===== src/rtl/mac_tx_arbiter_pkg.sv =====
// Shared types and constants for the two-requester MAC transmit arbiter.
package mac_tx_arbiter_pkg;

   // Byte-enable code on the final word of a frame, MSB-first.
   localparam logic [1:0] BE_4B = 2'b00;
   localparam logic [1:0] BE_1B = 2'b01;
   localparam logic [1:0] BE_2B = 2'b10;
   localparam logic [1:0] BE_3B = 2'b11;

   localparam int PORT_ARP = 0;
   localparam int PORT_IP  = 1;

   typedef enum logic [1:0] {
      IDLE = 2'd0,
      BUSY = 2'd1,
      GAP  = 2'd2
   } state_e;

   // drain qualifies GAP: discard the rest of a truncated frame before the gap.
   typedef struct packed {
      state_e state;
      logic   drain;
   } fsm_t;

endpackage


===== src/rtl/mac_tx_arbiter_rr_arb2.sv =====
// Two-way round-robin grant: on a tie the port that did not win last time wins.
module rr_arb2 (
   input  logic [1:0] request,
   input  logic [1:0] last,
   output logic [1:0] grant
);

   always_comb begin
      grant = request;
      if (request == 2'b11) begin
         grant = (last == 2'b01) ? 2'b10 : 2'b01;
      end
   end

endmodule


===== src/rtl/mac_tx_arbiter.sv =====
// Arbitrates the ARP and IPv4/UDP frame streams onto one MAC transmit port,
// with an inter-frame gap and a per-frame word watchdog.
//
// state        | meaning
// IDLE         | no owner; arbitrate sop requests, flush stray non-sop words
// BUSY         | granted source passed straight through to the MAC
// GAP          | grant dropped; down-count the inter-frame gap
// GAP + drain  | discard the remainder of a truncated frame up to its eop
module mac_tx_arbiter
   import mac_tx_arbiter_pkg::*;
#(
   parameter int GAP_CYCLES = 2,
   parameter int MAX_WORDS  = 384
) (
   input  logic        clk_user_i,
   input  logic        reset_n_i,
   input  logic        s0_vld_i,
   input  logic        s0_sop_i,
   input  logic        s0_eop_i,
   input  logic [31:0] s0_data_i,
   input  logic [1:0]  s0_be_i,
   output logic        s0_rd_o,
   input  logic        s1_vld_i,
   input  logic        s1_sop_i,
   input  logic        s1_eop_i,
   input  logic [31:0] s1_data_i,
   input  logic [1:0]  s1_be_i,
   output logic        s1_rd_o,
   output logic        mac_tx_vld_o,
   output logic        mac_tx_sop_o,
   output logic        mac_tx_eop_o,
   output logic [31:0] mac_tx_data_o,
   output logic [1:0]  mac_tx_be_o,
   input  logic        mac_tx_ready_i,
   output logic [1:0]  grant_o,
   output logic        abort_o
);

   localparam int CNT_W = ($clog2(MAX_WORDS + 1) > 9) ? $clog2(MAX_WORDS + 1) : 9;
   localparam int GAP_W = $clog2(GAP_CYCLES + 2);
   localparam logic [CNT_W-1:0] MAX_LAST = CNT_W'(MAX_WORDS - 1);
   localparam logic [GAP_W-1:0] GAP_LOAD = (GAP_CYCLES > 0) ? GAP_W'(GAP_CYCLES - 1) : '0;

   fsm_t             fsm_q, fsm_d;
   logic [1:0]       grant_q, grant_d;
   logic [1:0]       last_q, last_d;
   logic [GAP_W-1:0] gap_cnt_q, gap_cnt_d;
   logic [CNT_W-1:0] word_cnt_q, word_cnt_d;
   logic             armed_q;

   logic        src_vld, src_sop, src_eop;
   logic [31:0] src_data;
   logic [1:0]  src_be;
   logic [1:0]  req, arb_grant, flush;
   logic        idle, busy, draining, force_eop, xfer;

   assign idle     = (fsm_q.state == IDLE) & armed_q;
   assign busy     = (fsm_q.state == BUSY);
   assign draining = (fsm_q.state == GAP) & fsm_q.drain;

   // last_q equals grant_q while BUSY and names the truncated source while draining.
   always_comb begin
      if (last_q[PORT_IP]) begin
         src_vld  = s1_vld_i;
         src_sop  = s1_sop_i;
         src_eop  = s1_eop_i;
         src_data = s1_data_i;
         src_be   = s1_be_i;
      end else begin
         src_vld  = s0_vld_i;
         src_sop  = s0_sop_i;
         src_eop  = s0_eop_i;
         src_data = s0_data_i;
         src_be   = s0_be_i;
      end
   end

   assign req = {s1_vld_i & s1_sop_i, s0_vld_i & s0_sop_i};

   rr_arb2 u_rr_arb2 (
      .request (req),
      .last    (last_q),
      .grant   (arb_grant)
   );

   assign force_eop = busy & src_vld & (word_cnt_q == MAX_LAST) & ~src_eop;

   assign mac_tx_vld_o  = busy & src_vld;
   assign mac_tx_sop_o  = busy & src_sop;
   assign mac_tx_eop_o  = busy & (src_eop | force_eop);
   assign mac_tx_data_o = busy ? src_data : '0;
   assign mac_tx_be_o   = (busy & ~force_eop) ? src_be : BE_4B;
   assign grant_o       = grant_q;
   assign abort_o       = force_eop & mac_tx_ready_i;
   assign xfer          = mac_tx_vld_o & mac_tx_ready_i;

   assign flush[PORT_ARP] = idle & s0_vld_i & ~s0_sop_i & ~arb_grant[PORT_IP];
   assign flush[PORT_IP]  = idle & s1_vld_i & ~s1_sop_i & ~arb_grant[PORT_ARP];

   assign s0_rd_o = (grant_q[PORT_ARP] & mac_tx_ready_i & s0_vld_i)
                  | (draining & last_q[PORT_ARP] & s0_vld_i)
                  | flush[PORT_ARP];
   assign s1_rd_o = (grant_q[PORT_IP] & mac_tx_ready_i & s1_vld_i)
                  | (draining & last_q[PORT_IP] & s1_vld_i)
                  | flush[PORT_IP];

   always_comb begin
      fsm_d      = fsm_q;
      grant_d    = grant_q;
      last_d     = last_q;
      gap_cnt_d  = gap_cnt_q;
      word_cnt_d = word_cnt_q;
      case (fsm_q.state)
         IDLE: begin
            if (idle && (arb_grant != 2'b00)) begin
               fsm_d.state = BUSY;
               grant_d     = arb_grant;
               last_d      = arb_grant;
               word_cnt_d  = '0;
            end
         end
         BUSY: begin
            if (xfer) begin
               word_cnt_d = word_cnt_q + 1'b1;
               if (mac_tx_eop_o) begin
                  grant_d = '0;
                  if (force_eop) begin
                     fsm_d.state = GAP;
                     fsm_d.drain = 1'b1;
                  end else if (GAP_CYCLES == 0) begin
                     fsm_d.state = IDLE;
                  end else begin
                     fsm_d.state = GAP;
                     gap_cnt_d   = GAP_LOAD;
                  end
               end
            end
         end
         GAP: begin
            if (fsm_q.drain) begin
               if (src_vld && src_eop) begin
                  fsm_d.drain = 1'b0;
                  if (GAP_CYCLES == 0) begin
                     fsm_d.state = IDLE;
                  end else begin
                     gap_cnt_d = GAP_LOAD;
                  end
               end
            end else if (gap_cnt_q == '0) begin
               fsm_d.state = IDLE;
            end else begin
               gap_cnt_d = gap_cnt_q - 1'b1;
            end
         end
         default: begin
            fsm_d.state = IDLE;
            fsm_d.drain = 1'b0;
         end
      endcase
   end

   // armed_q holds off arbitration and flushing for the first edge after reset.
   always_ff @(posedge clk_user_i or negedge reset_n_i) begin
      if (!reset_n_i) begin
         fsm_q.state <= IDLE;
         fsm_q.drain <= 1'b0;
         grant_q     <= '0;
         last_q      <= 2'b10;
         gap_cnt_q   <= '0;
         word_cnt_q  <= '0;
         armed_q     <= 1'b0;
      end else begin
         fsm_q       <= fsm_d;
         grant_q     <= grant_d;
         last_q      <= last_d;
         gap_cnt_q   <= gap_cnt_d;
         word_cnt_q  <= word_cnt_d;
         armed_q     <= 1'b1;
      end
   end

endmodule


===== config.mk =====
export PLATFORM = sky130hd
export DESIGN_NAME = mac_tx_arbiter
export DESIGN_NICKNAME = d
export VERILOG_FILES = /design/src/rtl/mac_tx_arbiter_pkg.sv /design/src/rtl/mac_tx_arbiter_rr_arb2.sv /design/src/rtl/mac_tx_arbiter.sv
export SDC_FILE = /design/constraint.sdc
export NUM_CORES = 1
export LEC_CHECK = 0
export BUFFER_PORTS_ARGS = -buffer_cell sky130_fd_sc_hd__buf_4
export CORE_MARGIN = 2
export CORE_UTILIZATION = 45
export CTS_BUF_LIST = sky130_fd_sc_hd__clkbuf_4
export DETAILED_ROUTE_END_ITERATION = 16
export GPL_ROUTABILITY_DRIVEN = 0
export GPL_TIMING_DRIVEN = 1
export HOLD_SLACK_MARGIN = 0.05
export MAX_ROUTING_LAYER = met4
export PLACE_DENSITY = 0.9
export RECOVER_POWER = 100
export SLEW_MARGIN = 10
export SYNTH_ARGS = -nofsm -noshare
export SYNTH_HDL_FRONTEND = slang
export SYNTH_SLANG_ARGS = --single-unit
export TNS_END_PERCENT = 100

===== constraint.sdc =====
create_clock -name clk_user_i -period 3.9 [get_ports clk_user_i]
set_input_delay 0.39 -clock clk_user_i [delete_from_list [all_inputs] [get_ports clk_user_i]]
set_output_delay 0.39 -clock clk_user_i [all_outputs]
set_load 0.005 [all_outputs]

Word-level counts from Yosys, hierarchy flattened
Index checks and enable logic that the tools add are counted.
- flip-flop bits (word level): 19
- latch bits: 0
- bits in writable memories: 0
- memory bits (read-only): 0
- output and inout bits: 42
- word-level logic and storage cells: 107
- memories: 0
- $add $sub $neg: 2
- $mul: 0
- div/mod/pow operators: 0
- order comparisons: 0
- equal/unequal tests: 14
- shifts and indexed selects: 0
- muxes and demuxes: 33
- bitwise gates (word level): 38
- reductions and logical operators: 13
- operator list (cell ; count):
    32-bit two-way mux ; 2
    2-bit two-way mux ; 16
    1-bit bitwise AND ; 26
    9-bit two-way mux ; 2
    9-bit one-hot mux with 2 select lines ; 1
    9-bit by 1-bit adder with 9-bit output (second input constant) ; 1
    9-bit equality test (second input constant) ; 1
    2-bit by 1-bit != test with 1-bit output (second input constant) ; 4
    2-bit one-hot mux with 2 select lines ; 2
    4-bit AND reduction ; 2
    1-bit NOT ; 7
    1-bit two-way mux ; 6
    3-bit two-way mux ; 2
    2-bit != test (second input constant) ; 3
    2-bit one-hot mux with 3 select lines ; 1
    6-bit AND reduction ; 1
    2-bit nonzero test ; 3
    1-bit OR ; 5
    5-bit AND reduction ; 1
    2-bit by 1-bit equality test with 1-bit output (second input constant) ; 2
    2-bit equality test (second input constant) ; 2
    2-bit zero test ; 2
    3-bit by 2-bit != test with 1-bit output (second input constant) ; 1
    3-bit != test (second input constant) ; 1
    5 further kinds ; 6

Longest topological paths before layout
- word-level depth: 9
- mapped depth: 7
- depth with buffers taken out: 7

Modules after synthesis
A second synthesis with hierarchy kept.
- cells, all modules: 227
- area total of the unflattened synthesis: 1826.8 sq um
- by module, submodules not included (module ; times used ; cells each ; area each (sq um) ; sequential area each (sq um)):
    mac_tx_arbiter ; 1 ; 223 ; 1796.7 ; 476.7
    rr_arb2 ; 1 ; 4 ; 30.0 ; 0.0

Worst setup path after synthesis
No wires, ideal clock.
- path kind: reg-to-reg
- start point: register fsm_q[1] in the netlist's numbering
- end point: register fsm_q[1] in the netlist's numbering
- arrival time: 1.828 ns
- required time: 3.772 ns
- slack: 1.944 ns
- stages on the path, launching flop included: 7
- buffers on the path: 0
- cell sequence: dfrtp_1 inv_1 ha_1 nand2_2 or2_2 a221oi_4 mux2_1
- longest elaborated chain between the ends: 8
- elaborated cells between the ends (all ways): 18
- RTL lines (item ; RTL line ; RTL):
    from (decl) ; mac_tx_arbiter.sv:44 ; fsm_t fsm_q, fsm_d;
    from (signal assigned) ; mac_tx_arbiter.sv:173 ; fsm_q <= fsm_d;
    2-bit by 1-bit equality test with 1-bit output ; mac_tx_arbiter.sv:58, mac_tx_arbiter.sv:113 ;
    1-bit bitwise AND ; mac_tx_arbiter.sv:86, mac_tx_arbiter.sv:88 ;
    1-bit bitwise AND (2 in a row) ; mac_tx_arbiter.sv:86 ; assign force_eop = busy & src_vld & (word_cnt_q == MAX_LAST) & ~src_eop;
    1-bit OR ; mac_tx_arbiter.sv:90 ; assign mac_tx_eop_o = busy & (src_eop | force_eop);
    1-bit bitwise AND ; mac_tx_arbiter.sv:90 ;
    2-bit != test (no source line) ; - ;
    5-bit AND reduction (no source line) ; - ;
Several ways; a longest one is shown, not always the timed one.
A chain may end at the register's enable or synchronous reset.

Worst setup path in the final report
- start point: register fsm_q[2] in the netlist's numbering
- end point: output mac_tx_data_o[18]
- longest elaborated chain between the ends: 2
- RTL lines (item ; RTL line ; RTL):
    2-bit by 1-bit equality test with 1-bit output ; mac_tx_arbiter.sv:58 ; assign busy = (fsm_q.state == BUSY);
    32-bit two-way mux ; mac_tx_arbiter.sv:91 ; assign mac_tx_data_o = busy ? src_data : '0;
    to (decl) ; mac_tx_arbiter.sv:32 ; output logic [31:0] mac_tx_data_o,
No other way between the ends.

==> summary.txt <==
Floorplan
  – Cell row count: 23
  – Starting Density: 0.463
  – Die W: 67.7 µm
  – Die Area: 4590 µm²
  – Core ar.: approximately 3900 µm²
  – Die H: between 60 and 70 µm
  – I/O pins: roughly 120

Placed design
  – Detailed placement HPWL: roughly 4600 µm
  – Dpl ws: 1.35 ns
  – Port bufs: ~120
  – DP Area: between 2000 and 3000 µm²

Synthesis
  – Syn Area/Cell: 8.87 µm²
  – Cells after synthesis: around 210
  – Synth cell types: 44
  – Synth Flop Type: dfrtp_1
  – Synth Area in Compound Gates: 0.133
  – Xor and xnor area share after synthesis: 0.0192
  – Main area contributors after synthesis: dfrtp_1, mux2i_1, nor2b_1, ha_1, o21ai_0
  – Combinational family with the most area after synthesis: simple AND/OR/NAND/NOR gates
  – Seq cells post-synth: 19
  – Ys Warns: 0
  – Multiplexer share of the synthesized area: 0.235
  – Syn_nets: 290
  – Register area share after synthesis: 0.261
  – Async SR Flop Fraction: 1.00
  – Synth area leader: dfrtp_1
  – Yosys top cell area share: 0.247
  – Adder-Cell Fraction of Synth Area: 0.0479
  – EDFF count, synth: 0
  – Simple-Gate Fraction of Synth Area: 0.268
  – Mapped Area: about 1800 µm²

Final layout
  – Antenna Cells: 0
  – Area Overhead vs Synth: 49.5%
  – Fraction of layout instances using a drive strength above 1: 0.385
  – Nets: between 400 and 500
  – Final Instance Area: roughly 2700 µm²

Timing
  – Endpoints failing hold: 0
  – Fmax: 335 MHz
  – Final setup margin: 0.915 ns
  – Skew final: 0.0138 ns
  – RSZ-0062 raised after global routing: no
  – Measured slew at the worst slew-check pin: roughly 1 ns
  – Min Hold Slack: between 0.5 and 0.6 ns
  – # setup viols final: 0
  – Final TNS setup: 0 ns
  – Tcrit/Tclk final: 0.765
  – Pins over their slew limit: 0
  – Slew margin rel.: 0.313
  – Tmin final: around 3 ns

Power and ir drop
  – Switching share of power: 0.423
  – Psw: 0.000593 W
  – Leak pwr: 1.34 nW
  – Combinational share of power: 0.704
  – PwrDens: 513 nW/µm²
  – Flop pwr share: 0.223
  – Clock group share of total power: 0.073
  – Pint: a little over 0.0008 W
  – Worst vdd ir: approximately 0.4 mV
  – Final Power: ~0.0014 W

Detailed routing
  – Drt first pass iters: 4
  – Remaining DRCs: 0
  – Via density: about 5.3
  – DR vias: about 2000
  – Final wirelength: 5630 µm
  – Initial DRC Count: 80
  – Final ANT Viol Nets: 0
  – DR WL/cell: ~15 µm

Setup path
  – CP Class: reg -> out
  – Critical Path RT: 3.51 ns
  – Worst setup SP type: register
  – Worst Path Arrival: 2.60 ns
  – Max stage delay cell, worst path: ha_1
  – Crit-path max cell delay: around 0.75 ns
  – Buf/Inv on CP: 3
  – Delay-heaviest family, CP: buffers and inverters
  – Crit Path Max Fanout: 35
  – Critical path, cell by cell: inv_1 -> ha_1 -> clkbuf_1 -> nor2b_1 -> clkbuf_4
  – Worst Setup End Kind: primary output

Clock network
  – Max Buffers Root-to-Sink: 2
  – Clock latency at the later pin of the worst-skew pair: about 0.31 ns
  – # H-tree levels: 1
  – CTS clk-pin slew, worst paths: ~0.12 ns
  – CTS Sinks: 19
  – CTS tree: yes
  – Root buffer cell: clkbuf_4
  – Post-CTS resize count: 0
  – CTS Buf Count: 3

GRT
  – Initial antenna violation count: 0
  – Gr usage total: 0.238
  – Number of global-route vias before repair: roughly 1800
  – First-pass GRT wire length: 8020 µm
  – Grt ovf: 0
  – Largest net degree at the start of global routing: 36

Worst hold path
  – Worst hold path type: in -> reg

Status
  – Status: finished, final reports clean

Run
  – Max_cap viols: 0
-- Yosys cell counts, types with 2 or more instances --
cell type and n:
o2bb2ai_1 2, a21oi_1 2, nor3_1 2, ha_1 7
or2_2 3, o31ai_1 3, and3_1 2, or3b_2 2
nand2_1 12, o21ai_0 11, buf_2 4, a21o_1 2
and2_1 4, mux2_1 2, nor2_1 9, nand3_1 5
xor2_1 4, inv_1 6, mux2i_1 38, dfrtp_1 18
a22oi_1 2, and4_1 2, a21boi_0 2, nor2b_1 34
nand2b_1 2, nand4_1 3, o21a_1 2, clkbuf_1 5
-- power groups by stage --
stage | Combinational (W) | Sequential, W | Clock, W
after floorplan | 0.000669 | 0.000288 | 0
after global placement | 0.00102 | 0.000312 | 0
after detailed placement | 0.00106 | 0.000316 | 0
after CTS | 0.00106 | 0.000312 | 0.000103
after global routing | 0.00109 | 0.000321 | 0.000117
final | 0.000986 | 0.000312 | 0.000102
-- worst register-to-register path, cell delays in order, from the launching register on --
cell and delay, ns:
dfrtp_1 0.42, inv_1 0.13, ha_1 0.75, clkbuf_1 0.60
mux2i_1 0.18, nor3_1 0.41, mux2i_1 0.26
-- cells by family after synthesis --
family,after synthesis
compound gates,33
xor+xnor,4
fa+ha+maj,7
buf+inv,15
flops,19
mux,42
other cells,1
simple gates,85
-- placed cells by master, fill, tap and decap left out, types with 3 or more instances in the layout --
cell	n
clkbuf_4	34
or2_2	3
buf_4	80
o21ai_0	12
ha_1	7
clkbuf_1	9
xor2_1	4
nor2b_1	34
nand3_1	5
nand2_1	13
nand4_1	3
dfrtp_1	18
nor3_1	3
mux2i_1	38
inv_1	6
and2_1	3
nor2_1	9
o31ai_1	3
-- routing by layer --
metal | part of all wire | global-route usage | vias to the layer above
li1 | - | - | 959
met1 | 0.39 | 0.258 | 921
met2 | 0.51 | 0.418 | 65
met3 | 0.077 | 0.0583 | 12
met4 | 0.020 | 0.0918 | 0
met5 | 0 | - | -
-- per-stage QoR --
step           std cells   util
2_1_floorplan        206      -
3_3_place_gp         367  0.698
3_5_place_dp         367  0.698
4_1_cts              372  0.707
5_1_grt              372  0.692
6_report             372  0.692
-- registers in the layout, summed over array words and instances, names as in the netlist --
name and cells:
gap_cnt_q 2, word_cnt_q 9, armed_q 1, fsm_q 3
last_q 2, grant_o 2
-- final timing paths --
kind                       startpoint           endpoint  slack [ns]  cells past startpoint
setup / recovery             fsm_q[2]  mac_tx_data_o[18]        0.91                      5
min in group asynchronous   reset_n_i           fsm_q[1]        0.76                      2
max in group asynchronous   reset_n_i          last_q[0]        2.51                      2
setup reg to reg             fsm_q[2]       gap_cnt_q[0]        1.07                      6
hold / removal               s0_vld_i         grant_o[0]        0.50                      4
hold reg to reg             last_q[0]          last_q[0]        0.53                      2
-- what timing repair did --
item                      CTS  global route
hold buffers                1             0
buffers inserted            0             0
hold endpoints to repair   18             0
-- final cells by class --
class / count / area, µm²
timing repair buffer: 121 / 877
clock buffer: 3 / 22.5
inverter: 6 / 22.5
tap: 50 / 62.6
sequential: 19 / 477
fill: 314 / 1210
clock inverter: 1 / 5.00
multi-input combinational: 172 / 1260
No activity file was read; power rests on OpenSTA's default activity.
